<file path="src/rtl/conv_pkg.sv">
// Shared definitions for the ConvKing datapath: default widths, feeder FSM states
// and the fixed add/sub select driven to mult_add.
package conv_pkg;

    localparam int DATA_W_DEF = 16;
    localparam int ACC_W_DEF  = 24;

    localparam logic IS_ADD = 1'b1;

    typedef enum logic [1:0] {
        IDLE  = 2'd0,
        LOAD  = 2'd1,
        DRAIN = 2'd2,
        OUT   = 2'd3
    } state_e;

endpackage

</file>
<file path="src/rtl/mult_add_feeder_lat_tag_pipe.sv">
// Latency tag pipe: marks which mult_add result cycles carry a real product.
// empty_o reports that no tag is left in flight once the current edge has shifted.
module lat_tag_pipe #(
    parameter int DEPTH = 2
) (
    input  logic sys_clk_i,
    input  logic sys_rst_n_i,
    input  logic push_i,
    output logic retire_o,
    output logic empty_o
);

    logic [DEPTH-1:0] stage_r;
    logic [DEPTH-1:0] stage_next_s;

    // Next contents: every tag moves one stage toward retire, push enters stage 0.
    always_comb begin
        stage_next_s = DEPTH'({stage_r, push_i});
    end

    assign retire_o = stage_r[DEPTH-1];
    assign empty_o  = (stage_next_s == {DEPTH{1'b0}});

    // Tag shift register.
    always_ff @(posedge sys_clk_i or negedge sys_rst_n_i) begin
        if (!sys_rst_n_i) begin
            stage_r <= {DEPTH{1'b0}};
        end else begin
            stage_r <= stage_next_s;
        end
    end

endmodule

</file>
<file path="src/rtl/mult_add_feeder.sv">
// Dot-product sequencer for the dual-MAC mult_add unit: packs element pairs into
// issues, tracks multiplier latency with tags and accumulates returned sums.
module mult_add_feeder
    import conv_pkg::*;
#(
    parameter int DATA_W   = DATA_W_DEF,
    parameter int ACC_W    = ACC_W_DEF,
    parameter int LEN_W    = 10,
    parameter int MULT_LAT = 2
) (
    input  logic              sys_clk_i,
    input  logic              sys_rst_n_i,
    input  logic              start_i,
    input  logic [LEN_W-1:0]  cfg_len_i,
    input  logic              in_valid_i,
    output logic              in_ready_o,
    input  logic [DATA_W-1:0] in_a_i,
    input  logic [DATA_W-1:0] in_b_i,
    output logic [DATA_W-1:0] am_num_A0_o,
    output logic [DATA_W-1:0] am_num_B0_o,
    output logic [DATA_W-1:0] am_num_A1_o,
    output logic [DATA_W-1:0] am_num_B1_o,
    output logic              sys_is_add_o,
    input  logic [DATA_W-1:0] am_mult_i,
    output logic              dp_valid_o,
    input  logic              dp_ready_i,
    output logic [ACC_W-1:0]  dp_sum_o,
    output logic              busy_o
);

    function automatic logic [ACC_W-1:0] sext(input logic [DATA_W-1:0] v);
        return {{(ACC_W-DATA_W){v[DATA_W-1]}}, v};
    endfunction

    state_e            state_r;
    logic [LEN_W-1:0]  len_r;
    logic [LEN_W-1:0]  cnt_r;
    logic [DATA_W-1:0] half_a_r;
    logic [DATA_W-1:0] half_b_r;
    logic [DATA_W-1:0] a0_r;
    logic [DATA_W-1:0] b0_r;
    logic [DATA_W-1:0] a1_r;
    logic [DATA_W-1:0] b1_r;
    logic              issue_r;
    logic [ACC_W-1:0]  acc_r;
    logic              in_ready_r;
    logic              dp_valid_r;
    logic              busy_r;

    logic accept_s;
    logic last_s;
    logic pair_done_s;
    logic retire_s;
    logic drained_s;
    logic job_start_s;

    assign accept_s    = in_valid_i & in_ready_r;
    assign last_s      = (cnt_r == (len_r - LEN_W'(1)));
    assign pair_done_s = accept_s & (cnt_r[0] | last_s);
    assign job_start_s = (state_r == IDLE) & start_i;

    // issue_r is high while freshly issued operands sit on mult_add, so the tag
    // retires exactly in the cycle that operand set's product is presented.
    lat_tag_pipe #(
        .DEPTH (MULT_LAT)
    ) u_tag_pipe (
        .sys_clk_i   (sys_clk_i),
        .sys_rst_n_i (sys_rst_n_i),
        .push_i      (issue_r),
        .retire_o    (retire_s),
        .empty_o     (drained_s)
    );

    // Job sequencing with registered handshake and status outputs.
    always_ff @(posedge sys_clk_i or negedge sys_rst_n_i) begin
        if (!sys_rst_n_i) begin
            state_r    <= IDLE;
            len_r      <= {LEN_W{1'b0}};
            cnt_r      <= {LEN_W{1'b0}};
            in_ready_r <= 1'b0;
            dp_valid_r <= 1'b0;
            busy_r     <= 1'b0;
        end else begin
            case (state_r)
                IDLE: begin
                    if (start_i) begin
                        busy_r <= 1'b1;
                        len_r  <= cfg_len_i;
                        cnt_r  <= {LEN_W{1'b0}};
                        if (cfg_len_i != {LEN_W{1'b0}}) begin
                            state_r    <= LOAD;
                            in_ready_r <= 1'b1;
                        end else begin
                            state_r    <= OUT;
                            dp_valid_r <= 1'b1;
                        end
                    end
                end
                LOAD: begin
                    if (accept_s) begin
                        cnt_r <= cnt_r + LEN_W'(1);
                        if (last_s) begin
                            state_r    <= DRAIN;
                            in_ready_r <= 1'b0;
                        end
                    end
                end
                DRAIN: begin
                    if (drained_s) begin
                        state_r    <= OUT;
                        dp_valid_r <= 1'b1;
                    end
                end
                OUT: begin
                    if (dp_ready_i) begin
                        state_r    <= IDLE;
                        dp_valid_r <= 1'b0;
                        busy_r     <= 1'b0;
                    end
                end
                default: begin
                    state_r    <= IDLE;
                    in_ready_r <= 1'b0;
                    dp_valid_r <= 1'b0;
                    busy_r     <= 1'b0;
                end
            endcase
        end
    end

    // Half-pair holding and operand issue; operands keep their value between issues.
    always_ff @(posedge sys_clk_i or negedge sys_rst_n_i) begin
        if (!sys_rst_n_i) begin
            half_a_r <= {DATA_W{1'b0}};
            half_b_r <= {DATA_W{1'b0}};
            a0_r     <= {DATA_W{1'b0}};
            b0_r     <= {DATA_W{1'b0}};
            a1_r     <= {DATA_W{1'b0}};
            b1_r     <= {DATA_W{1'b0}};
            issue_r  <= 1'b0;
        end else begin
            issue_r <= pair_done_s;
            if (accept_s) begin
                if (!cnt_r[0]) begin
                    half_a_r <= in_a_i;
                    half_b_r <= in_b_i;
                    if (last_s) begin
                        a0_r <= in_a_i;
                        b0_r <= in_b_i;
                        a1_r <= {DATA_W{1'b0}};
                        b1_r <= {DATA_W{1'b0}};
                    end
                end else begin
                    a0_r <= half_a_r;
                    b0_r <= half_b_r;
                    a1_r <= in_a_i;
                    b1_r <= in_b_i;
                end
            end
        end
    end

    // Accumulator: cleared on job start, adds each tagged result with wraparound.
    always_ff @(posedge sys_clk_i or negedge sys_rst_n_i) begin
        if (!sys_rst_n_i) begin
            acc_r <= {ACC_W{1'b0}};
        end else if (job_start_s) begin
            acc_r <= {ACC_W{1'b0}};
        end else if (retire_s) begin
            acc_r <= acc_r + sext(am_mult_i);
        end
    end

    assign in_ready_o   = in_ready_r;
    assign dp_valid_o   = dp_valid_r;
    assign dp_sum_o     = acc_r;
    assign busy_o       = busy_r;
    assign am_num_A0_o  = a0_r;
    assign am_num_B0_o  = b0_r;
    assign am_num_A1_o  = a1_r;
    assign am_num_B1_o  = b1_r;
    assign sys_is_add_o = IS_ADD;

endmodule
</file>
<file path="config.mk">
export PLATFORM = sky130hd
export DESIGN_NAME = mult_add_feeder
export DESIGN_NICKNAME = d
export VERILOG_FILES = /design/src/rtl/conv_pkg.sv /design/src/rtl/mult_add_feeder_lat_tag_pipe.sv /design/src/rtl/mult_add_feeder.sv
export SDC_FILE = /design/constraint.sdc
export NUM_CORES = 1
export LEC_CHECK = 0
export BUFFER_PORTS_ARGS = -buffer_cell sky130_fd_sc_hd__buf_4
export CORE_UTILIZATION = 60
export DETAILED_ROUTE_END_ITERATION = 12
export GPL_TIMING_DRIVEN = 1
export HOLD_SLACK_MARGIN = 0.03
export PLACE_DENSITY = 0.93
export SYNTH_ARGS = -nofsm -noshare
export SYNTH_HDL_FRONTEND = slang
export SYNTH_SLANG_ARGS = --single-unit
export TNS_END_PERCENT = 5
</file>
<file path="constraint.sdc">
create_clock -name sys_clk_i -period 6.3 [get_ports sys_clk_i]
set_clock_uncertainty 0.1 [all_clocks]
set_input_delay 1.26 -clock sys_clk_i [delete_from_list [all_inputs] [get_ports sys_clk_i]]
set_output_delay 1.26 -clock sys_clk_i [all_outputs]
set_load 0.005 [all_outputs]
</file>
# Yosys cells after proc, flatten, opt, wreduce, memory -nomap -nowiden
# Cells that the tools add are included.
# op_classes
eq_ne,11
bitwise,5
reduce_logical,16
muxes,31
addsub,3
# op_table
op,count
$mux 16,7
$mux 24,2
$add 24x24->24,1
$mux 10,2
$pmux 10 s2,1
$reduce_and 5->1,3
$mux 2,6
$ne 2x2->1 const B,6
$add 10x1->10 const B,1
$eq 10x10->1,1
$reduce_bool 10->1,1
$sub 10x1->10 const B,1
$mux 1,9
$pmux 2 s4,1
$reduce_bool 2->1,4
$reduce_and 2->1,3
$reduce_and 3->1,2
$eq 2x2->1 const B,2
$logic_not 2->1,2
$pmux 1 s2,2
$and 1x1->1,3
$pmux 1 s3,1
$reduce_bool 3->1,1
$eq 2x1->1 const B,1
other kinds (3),3
# totals
out_inout_bits,92
input_bits,63
ff_bits,148

# Depth between registers and ports, before layout
# Gate-level depths: netlist of the first run.
# depth
word_depth,5
depth_mapped,13
ltp_nobuf,10

# Modules after synthesis
# Synthesis of the first run repeated with hierarchy kept, for this count alone.
# unflattened
hier_cells,694
hier_area_um2,7742.4
# modules_own_cells
module,n_inst,seq_area_each_um2,area_per_inst_um2,cells_per_inst
mult_add_feeder,1,3653.5,7688.6,691
lat_tag_pipe,1,50.0,53.8,3

# Worst setup path before layout of the first run
# Ideal clock, no wire load.
# synth_timing
kind,input port to flip-flop
from,in am_mult_i[0]
to,reg acc_r[22] (netlist: dp_sum_o[22])
path_slack_ns,2.899
setup_ns,0.071
required_ns,6.129
path_stages,9
n_path_buf,0
arrival_time_ns,3.230
cell_sequence,ha_1 > fa_1 > a211oi_1 > nor4b_1 > o21ai_0 > nand3_1 > o311ai_0 > or4b_2 > nand4_1
# synth_between
elab_chain_len,3
# synth_lines
element,line_no,text
"start, declared",mult_add_feeder.sv:24,"input logic [DATA_W-1:0] am_mult_i,"
$add 24x24->24,mult_add_feeder.sv:170,acc_r <= acc_r + sext(am_mult_i);
$mux 24,mult_add_feeder.sv:169,end else if (retire_s) begin
$mux 24,mult_add_feeder.sv:167,end else if (job_start_s) begin
"end signal, assigned",mult_add_feeder.sv:166,acc_r <= {ACC_W{1'b0}};
"end signal, assigned",mult_add_feeder.sv:168,acc_r <= {ACC_W{1'b0}};
"end signal, assigned",mult_add_feeder.sv:170,
"end, declared",mult_add_feeder.sv:45,logic [ACC_W-1:0] acc_r;
# No other way between the ends. The select of a mux whose other input is x is not followed.
# A chain may end at the register's enable or synchronous reset.

# Worst setup path in the final report of the first run
# layout_timing
from,reg len_r[2]
to,reg a0_r[12] (netlist: am_num_A0_o[12])
# layout_between
elab_chain_len,4
# layout_lines
element,line_no,text
"start, declared",mult_add_feeder.sv:36,logic [LEN_W-1:0] len_r;
"start signal, assigned",mult_add_feeder.sv:78,len_r <= {LEN_W{1'b0}};
"start signal, assigned",mult_add_feeder.sv:88,len_r <= cfg_len_i;
$sub 10x1->10,mult_add_feeder.sv:58,assign last_s = (cnt_r == (len_r - LEN_W'(1)));
$eq 10x10->1,mult_add_feeder.sv:58,
$reduce_bool 2->1 (no source line),--,
$reduce_and 2->1 (no source line),--,
"end signal, assigned",mult_add_feeder.sv:136,a0_r <= {DATA_W{1'b0}};
"end signal, assigned",mult_add_feeder.sv:148,a0_r <= in_a_i;
"end signal, assigned",mult_add_feeder.sv:154,a0_r <= half_a_r;
"end, declared",mult_add_feeder.sv:40,logic [DATA_W-1:0] a0_r;
# No other way between the ends.

==> qor.csv, run 1 <==
stage,metric,value,unit
detailed_routing,DR WL/cell,20.28,microns
place,GPL Wtd Cong,0.9494,
yosys,ys flop type,dfrtp_1,
global_route,initial antenna violation count,0,
place,I/O Buffers,153,
pwr,Power Density,218.0,nW/um^2
setup_path,critical-path cell list,"nor3_4, o21ai_0, o311ai_1, o21ai_0, o221ai_2, nor2b_4, inv_8, mux2_4",
detailed_routing,vias per std cell,6.162,
min_path,worst hold path stage count,0,
sta,Final setup viols,0,
detailed_routing,Post-DRT Antenna Nets,0,
layout,# nets final,907,
outcome,outcome,"finished, final reports clean",
yosys,cell count after synthesis,673,
layout,final non-filler cell total,998,
layout,P&R area growth vs syn,22.81,%
global_route,GRT Util Overall,31.52,%
setup_path,flop2flop setup slack,2.68,ns
sta,Rel. slew slack,19.98,%
die,std cell rows,41,
layout,most frequent cells in the layout,"156 x buf_4, 148 x dfrtp_1, 68 x mux2_2",
yosys,top-area cell type share of the netlist area,47.45,%
cts,H-tree Lvls,4,
detailed_routing,drt first pass iters,5,
cts,Num CTS Buffers,17,
global_route,first-pass GRT wire length,32000,microns
die,die height,116.1,microns
yosys,Synth area leader,dfrtp_1,
yosys,#FFs+latches synth,148,
die,Die X,116.1,microns
setup_path,reg2reg path depth,8,
setup_path,CP Capture Point,am_num_A0_o[12],
setup_path,cell family with most CP delay,simple AND/OR/NAND/NOR gates,
global_route,vias in the first global route,6497,
sta,fmax,0.2764,GHz
setup_path,Required @ worst endpoint,6.51,ns
detailed_routing,DRC,0,
place,Placed Instances,966,
yosys,synth warn,0,
sta,final count of pins violating max slew,0,
sta,RSZ-0062 raised after global routing,false,
setup_path,reg2reg end,am_num_A0_o[12],
sta,period utilization,57.42,%
yosys,Post-synth EDFFs,0,
setup_path,crit path max fanout,33,
cts,CTS resizes,0,
setup_path,Critical Path Stages,8,
setup_path,Worst Setup SP,len_r[2],
detailed_routing,total vias in the final route,6150,
setup_path,CP Capture Type,flip-flop,
cts,root buffer cell,clkbuf_16,
cts,TritonCTS sink count,148,
job,MaxCap Viol Count,0,
min_path,worst hold start,u_tag_pipe.stage_r[0],
pwr,Max VDD drop,0.2425,mV
setup_path,Startpoint Class,flip-flop,
yosys,sequential element share of the synthesized area,47.45,%
yosys,synth unique cells,61,
yosys,largest cells by area after synthesis,"dfrtp_1 47%, mux2_2 9.8%, mux2_4 5.6%",
cts,"CTS clk-pin slew, worst paths",0.06,ns
sta,"Min Clock Period, post-route",3.617,ns
setup_path,CP max stage cell,nor2b_4,
die,IO Pins,155,
layout,fillers,777,
die,Starting Density,61.60,%
cts,CTS tree,built,
global_route,largest net degree at the start of global routing,85,
sta,"Hold Vio Cnt, Final",0,
sta,measured slew at the worst slew-check pin,1.200,ns
setup_path,R2R Path Start,len_r[2],
sta,TNS Setup,0,ns
setup_path,crit path kind,reg2reg,
cts,hold_buf cts,0,
setup_path,"most used cell, CP",o21ai_0,
setup_path,Critical Path AT,3.83,ns
place,HPWL after DPL,13730,microns
yosys,asr flop ratio synth,100.0,%
global_route,aggregate global routing overflow,0,
die,core area,12670,sq um
cts,Clock Path Buffers,2,
cts,clk_lat worst skew,0.43,ns
yosys,syn_area_per_cell,11.60,sq um
detailed_routing,Routed Wire Length,20240,microns
setup_path,CP bufs+invs,1,
detailed_routing,initial drt markers,536,
layout,layout cell share with drive strength beyond 1,35.71,%
layout,"commonest non-fill, non-tap cell in the layout",buf_4,
setup_path,CP max stage delay,0.87,ns
pwr,leakage dissipation,4.846,nW
min_path,Hold Path Class,reg2reg,
layout,diode count,0,
cts,post-CTS setup repair buffer count,0,
yosys,syn_nets,767,
yosys,mapped cell area,7805,sq um
die,Die Area,13470,sq um
-- worst min-delay path by stage --
stage,endpoint
CTS,u_tag_pipe.stage_r[1]
finish,u_tag_pipe.stage_r[1]
floorplan,u_tag_pipe.stage_r[0]
global placement,u_tag_pipe.stage_r[1]
detailed placement,u_tag_pipe.stage_r[1]
global route,u_tag_pipe.stage_r[1]
-- cells in the mapped netlist (19+ instances only) --
cell      number
mux2i_1       19
mux2_4        29
xor2_1        22
a22o_1        33
o21ai_0       29
mux2_2        68
nor2_1        42
clkbuf_1      21
dfrtp_1      148
a21oi_1       22
nand2_1       57
ha_1          30
-- layout make-up --
cell class                      count  area (sq um)  share of cell area (%)
Inverter                           11         48.80                  0.5091
Tap cell                          172         215.2                   2.245
Clock buffer                       19         442.9                   4.621
Timing Repair Buffer              157          1182                   12.34
Clock inverter                     13         148.9                   1.553
Multi-Input combinational cell    478          3844                   40.10
Sequential cell                   148          3704                   38.64
-- cell families after synthesis --
group / synth area share, %
buffers and inverters: 3.302
and+or+nand+nor: 10.12
xor gates and xnor gates: 4.376
other: 0.04805
DFF: 47.45
adders and majority gates: 5.066
AOI/OAI and AO/OA: 11.81
muxes: 17.83
-- worst reg2reg max path, stage by stage, from the launching register on --
cell	delay [ns]
dfrtp_1	0.51
nor3_4	0.38
o21ai_0	0.20
o311ai_1	0.24
o21ai_0	0.15
o221ai_2	0.31
nor2b_4	0.87
inv_8	0.33
mux2_4	0.41
-- metal layers --
metal / vias to the layer above / wire length, microns / track usage, %
li1: 2727 / - / -
met1: 3050 / 8058 / 37.47
met2: 310 / 10340 / 53.85
met3: 63 / 1234 / 8.525
met4: 0 / 610 / 13.68
met5: - / 0 / 0
-- power by group --
part / leakage (nW) / total [mW] / internal, mW / switching [mW]
registers: 2.04 / 0.950 / 0.950 / 0
logic: 2.53 / 0.114 / 0.0496 / 0.0640
clock network: 0.281 / 1.03 / 0.599 / 0.426
total: 4.85 / 2.09 / 1.60 / 0.490
-- registers in the layout (all words and copies together) (netlist names) --
name	cells
state_r	2
am_num_B0_o	16
busy_o	1
dp_sum_o	24
half_b_r	16
am_num_A1_o	16
half_a_r	16
am_num_A0_o	16
len_r	10
cnt_r	10
dp_valid_o	1
am_num_B1_o	16
u_tag_pipe.stage_r	2
in_ready_o	1
issue_r	1
-- through the flow --
step	setup WS [ns]	util [%]	hold WS [ns]	area, sq um	power [mW]
after floorplan	2.899	-	0.2488	7805	1.011
after global placement	2.538	70.98	0.2582	8994	1.072
after detailed placement	2.437	70.98	0.2715	8994	1.079
after CTS	2.759	75.65	0.2803	9585	2.094
after global routing	2.447	75.65	0.2866	9585	2.142
final	2.683	75.65	0.2776	9585	2.089
No activity file was read; power rests on OpenSTA's default activity.
==> inputs of run 2 (changes only) <==
Settings changed: CORE_UTILIZATION 60 to 50, PLACE_DENSITY 0.93 to 0.83.
Clock period 6.3 ns to 3.3 ns, I/O delays scaled along.
==> run 2 against run 1 <==
  * Setup slack lost 2.4 ns
  * Count of clock-buffer cells in the layout shrank 2
  * First-iteration DRC count shrank 18%
  * Utilization shrank 12 points
  * Largest power group unchanged
  * Largest cell class unchanged
  * Routed wire length shrank 12%
  * Critical endpoint is now am_num_A0_o[3]
  * Register-to-register slack lost 2.4 ns
  * Combinational power grew 85%
  * Final area grew 1.2%
  * Non-clock buffer count grew 8
  * Via count shrank 4.6%
  * Die area grew 20%
  * Global-route usage shrank 8.2 points
==> qor.csv, run 2 (synthesized netlist as in run 1, its figures left out) <==
stage,metric,value,unit
outcome,outcome,"finished, final reports clean",
global_route,initial antenna violation count,0,
global_route,vias in the first global route,5726,
setup_path,CP Capture Type,flip-flop,
cts,Num CTS Buffers,17,
layout,layout cell share with drive strength beyond 1,36.45,%
cts,hold_buf cts,0,
layout,# nets final,915,
cts,CTS tree,built,
pwr,Power Density,416.5,nW/um^2
pwr,Final Power,4.041,mW
detailed_routing,initial drt markers,438,
detailed_routing,vias per std cell,5.740,
pwr,leakage dissipation,4.914,nW
global_route,aggregate global routing overflow,0,
cts,H-tree Lvls,4,
setup_path,Startpoint Class,flip-flop,
setup_path,crit path max fanout,33,
detailed_routing,DR WL/cell,17.45,microns
cts,post-CTS setup repair buffer count,0,
setup_path,Critical Path AT,3.27,ns
cts,root buffer cell,clkbuf_16,
detailed_routing,met3 WL post-DR,908,microns
place,GPL Wtd Cong,0.9097,
job,MaxCap Viol Count,0,
die,die height,126.9,microns
setup_path,critical-path cell list,"inv_1, ha_1, nor4b_4, xor2_1, nand4_1, a2111oi_2, o221ai_2, nor2b_4, inv_8, mux2_2",
sta,period utilization,92.71,%
detailed_routing,total vias in the final route,5866,
sta,fmax,0.3268,GHz
setup_path,Required @ worst endpoint,3.51,ns
place,HPWL after DPL,12470,microns
sta,"Min Clock Period, post-route",3.060,ns
detailed_routing,Max Used Layer,met4,
layout,diode count,0,
cts,CTS resizes,0,
die,core area,15200,sq um
cts,"CTS clk-pin slew, worst paths",0.07,ns
detailed_routing,DRC,0,
sta,TNS Setup,0,ns
setup_path,cell family with most CP delay,simple AND/OR/NAND/NOR gates,
layout,max reg flops,24,
global_route,first-pass GRT wire length,29170,microns
sta,"Hold Vio Cnt, Final",0,
layout,P&R area growth vs syn,24.30,%
detailed_routing,met1 WL,7873,microns
cts,TritonCTS sink count,148,
layout,"commonest non-fill, non-tap cell in the layout",buf_4,
die,Die Area,16110,sq um
global_route,largest net degree at the start of global routing,69,
detailed_routing,Routed Wire Length,17830,microns
sta,Final setup viols,0,
detailed_routing,met2 WL,8684,microns
die,Starting Density,51.34,%
place,I/O Buffers,153,
cts,clk_lat worst skew,0.43,ns
sta,measured slew at the worst slew-check pin,0.8325,ns
setup_path,CP max stage cell,dfrtp_1,
sta,RSZ-0062 raised after global routing,false,
setup_path,crit path kind,reg2reg,
setup_path,CP bufs+invs,2,
detailed_routing,drt first pass iters,5,
global_route,GRT Util Overall,23.27,%
sta,Rel. slew slack,44.50,%
die,IO Pins,155,
detailed_routing,Post-DRT Antenna Nets,0,
cts,Clock Path Buffers,2,
min_path,Hold Path Class,in2async,
die,std cell rows,45,
sta,final count of pins violating max slew,0,
layout,most frequent cells in the layout,"163 x buf_4, 148 x dfrtp_1, 68 x mux2_2",
pwr,Max VDD drop,0.3364,mV
setup_path,CP max stage delay,0.42,ns
die,Die X,126.9,microns
[run 2: worst paths after layout]
| path | startpoint | endpoint | slack (ns) | cells past startpoint |
|---|---|---|---|---|
| max | len_r[0] | am_num_A0_o[3] | 0.24 | 10 |
| min reg2reg | u_tag_pipe.stage_r[0] | u_tag_pipe.stage_r[1] | 0.28 | 0 |
| max reg2reg | len_r[0] | am_num_A0_o[3] | 0.24 | 10 |
| min in group sys_clk_i | u_tag_pipe.stage_r[0] | u_tag_pipe.stage_r[1] | 0.28 | 0 |
| min | sys_rst_n_i | dp_sum_o[0] | 0.13 | 1 |
| max in group asynchronous | sys_rst_n_i | half_a_r[8] | 2.18 | 2 |
[run 2: final cells by class]
type,count,area [sq um]
inverters,11,48.80
clock buffers,17,425.4
clock inverters,15,190.2
multi-input cells,478,3844
repair buffers,165,1255
flip-flops and latches,148,3704
well taps,188,235.2
fillers,1160,5500
[run 2: through the flow]
| stage | setup WS, ns | hold slack [ns] | instances | util [%] | instance area [sq um] |
|---|---|---|---|---|---|
| floorplan | 0.4992 | 0.2488 | 673 | - | 7805 |
| global placement | 0.2151 | 0.2591 | 990 | 59.77 | 9086 |
| detailed placement | 0.1250 | 0.2696 | 990 | 59.77 | 9086 |
| CTS | 0.2253 | 0.1392 | 1022 | 63.82 | 9702 |
| global route | 0.04318 | 0.1726 | 1022 | 63.82 | 9702 |
| finish | 0.2404 | 0.1315 | 1022 | 63.82 | 9702 |
[run 2: worst register-to-register path, stage by stage, from the launching register on]
cell and delay (ns):
dfrtp_1 0.42, inv_1 0.09, ha_1 0.32, nor4b_4 0.29, xor2_1 0.16, nand4_1 0.12
a2111oi_2 0.41, o221ai_2 0.18, nor2b_4 0.18, inv_8 0.26, mux2_2 0.40
[run 2: layer usage]
layer	GRT usage, %	up-vias
met4	9.664	0
li1	-	2730
met2	36.62	170
met1	30.94	2938
met5	0	-
met3	5.567	28
[run 2: power breakdown]
group / internal, mW / leakage [nW] / switching, mW
Sequential: 1.81 / 2.04 / 0
Clock: 1.16 / 0.305 / 0.861
Combinational: 0.0976 / 2.57 / 0.114
==> inputs of run 3 (changes only) <==
Settings changed: BUFFER_PORTS_ARGS -buffer_cell sky130_fd_sc_hd__buf_4 to -buffer_cell sky130_fd_sc_hd__buf_2.
==> run 3 against run 2 <==
  * Register-to-register slack hardly changed
  * Die area stayed put
  * Via count is 1.3% lower
  * Highest routed layer unchanged
  * Largest power group unchanged
==> qor.csv, run 3 (synthesized netlist as in run 1, its figures left out) <==
stage,metric,value,unit
setup_path,cell family with most CP delay,simple AND/OR/NAND/NOR gates,
setup_path,crit path kind,reg2reg,
pwr,leakage dissipation,4.853,nW
pwr,Max VDD drop,0.3731,mV
setup_path,Critical Path AT,3.28,ns
global_route,GRT Util Overall,22.67,%
sta,period utilization,92.91,%
place,I/O Buffers,153,
setup_path,CP bufs+invs,2,
setup_path,CP Capture Type,flip-flop,
sta,Rel. slew slack,45.24,%
setup_path,crit path max fanout,33,
cts,CTS resizes,0,
detailed_routing,Post-DRT Antenna Nets,0,
global_route,largest net degree at the start of global routing,66,
detailed_routing,vias per std cell,5.665,
cts,Clock Path Buffers,2,
cts,post-CTS setup repair buffer count,0,
detailed_routing,initial drt markers,352,
die,std cell rows,45,
global_route,initial antenna violation count,1,
layout,max reg flops,24,
die,Die X,126.9,microns
sta,RSZ-0062 raised after global routing,false,
die,core area,15200,sq um
layout,# nets final,914,
job,MaxCap Viol Count,0,
place,GPL Wtd Cong,0.9082,
detailed_routing,DR WL/cell,17.10,microns
setup_path,Startpoint Class,flip-flop,
global_route,vias in the first global route,5753,
cts,root buffer cell,clkbuf_16,
detailed_routing,drt first pass iters,4,
layout,layout cell share with drive strength beyond 1,36.13,%
sta,fmax,0.3262,GHz
layout,"commonest non-fill, non-tap cell in the layout",buf_2,
layout,P&R area growth vs syn,19.24,%
cts,"CTS clk-pin slew, worst paths",0.06,ns
cts,Num CTS Buffers,17,
setup_path,CP max stage delay,0.42,ns
place,HPWL after DPL,12160,microns
die,IO Pins,155,
setup_path,Required @ worst endpoint,3.51,ns
global_route,aggregate global routing overflow,0,
detailed_routing,total vias in the final route,5790,
setup_path,critical-path cell list,"inv_1, ha_1, nor4b_4, xor2_1, nand4_1, a2111oi_2, o221ai_2, nor2b_4, inv_8, mux2_2",
layout,utilization after layout,61.22,%
die,Starting Density,51.34,%
die,die height,126.9,microns
sta,measured slew at the worst slew-check pin,0.8213,ns
sta,Final setup viols,0,
sta,"Hold Vio Cnt, Final",0,
layout,most frequent cells in the layout,"152 x buf_2, 148 x dfrtp_1, 68 x mux2_2",
cts,hold_buf cts,0,
sta,"Min Clock Period, post-route",3.066,ns
cts,clk_lat worst skew,0.42,ns
global_route,first-pass GRT wire length,28510,microns
die,Die Area,16110,sq um
cts,CTS tree,built,
pwr,Power Density,429.0,nW/um^2
sta,TNS Setup,0,ns
detailed_routing,DRC,0,
sta,final count of pins violating max slew,0,
cts,TritonCTS sink count,148,
setup_path,CP max stage cell,dfrtp_1,
detailed_routing,Routed Wire Length,17480,microns
outcome,outcome,"finished, final reports clean",
cts,H-tree Lvls,4,
min_path,Hold Path Class,in2async,
==> run 3: layer usage <==
metal | part of all wire, % | vias up | global-route usage, %
li1 | - | 2738 | -
met1 | 46 | 2898 | 29.78
met2 | 49 | 130 | 36.75
met3 | 4.0 | 24 | 5.103
met4 | 1.8 | 0 | 8.473
met5 | 0 | - | 0
==> run 3: final timing paths <==
| kind | cells past startpoint | to | slack, ns | startpoint |
|---|---|---|---|---|
| min in group sys_clk_i | 0 | u_tag_pipe.stage_r[1] | 0.27 | u_tag_pipe.stage_r[0] |
| min | 1 | am_num_B0_o[13] | 0.11 | sys_rst_n_i |
| max in group asynchronous | 2 | half_b_r[1] | 2.12 | sys_rst_n_i |
| min reg2reg | 0 | u_tag_pipe.stage_r[1] | 0.27 | u_tag_pipe.stage_r[0] |
| max reg2reg | 10 | am_num_A0_o[3] | 0.23 | len_r[0] |
| max | 10 | am_num_A0_o[3] | 0.23 | len_r[0] |
==> run 3: worst reg2reg max path, cell delays in order (launching register included) <==
cell and delay, ns:
dfrtp_1 0.42, inv_1 0.09, ha_1 0.31, nor4b_4 0.29, xor2_1 0.17, nand4_1 0.13, a2111oi_2 0.42, o221ai_2 0.17
nor2b_4 0.18, inv_8 0.26, mux2_2 0.41
==> run 3: cell type report <==
type | count | area [sq um]
Fill cell | 1221 | 5896
Multi-Input combinational cell | 478 | 3844
Sequential cell | 148 | 3704
Timing Repair Buffer | 164 | 867.1
Clock buffer | 19 | 432.9
Tap cell | 188 | 235.2
Clock inverter | 13 | 172.7
Inverter | 11 | 48.80
Antenna cell | 1 | 2.502
==> run 3: where the power goes <==
part	total, mW	internal [mW]	switching [mW]
clock	1.99	1.20	0.786
combinational	0.190	0.0765	0.113
sequential	1.81	1.81	0
==> run 3: per-stage QoR <==
| stage | worst slack (ns) | power [mW] | instance area [sq um] | hold WS [ns] | cells |
|---|---|---|---|---|---|
| detailed placement | -0.01592 | 2.039 | 8698 | 0.2626 | 989 |
| CTS | 0.2450 | 4.024 | 9304 | 0.1256 | 1021 |
| floorplan | 0.4992 | 1.929 | 7805 | 0.2488 | 673 |
| global route | 0.005932 | 4.128 | 9306 | 0.1483 | 1022 |
| global placement | 0.2246 | 2.035 | 8698 | 0.2588 | 989 |
| finish | 0.2340 | 3.993 | 9306 | 0.1088 | 1022 |
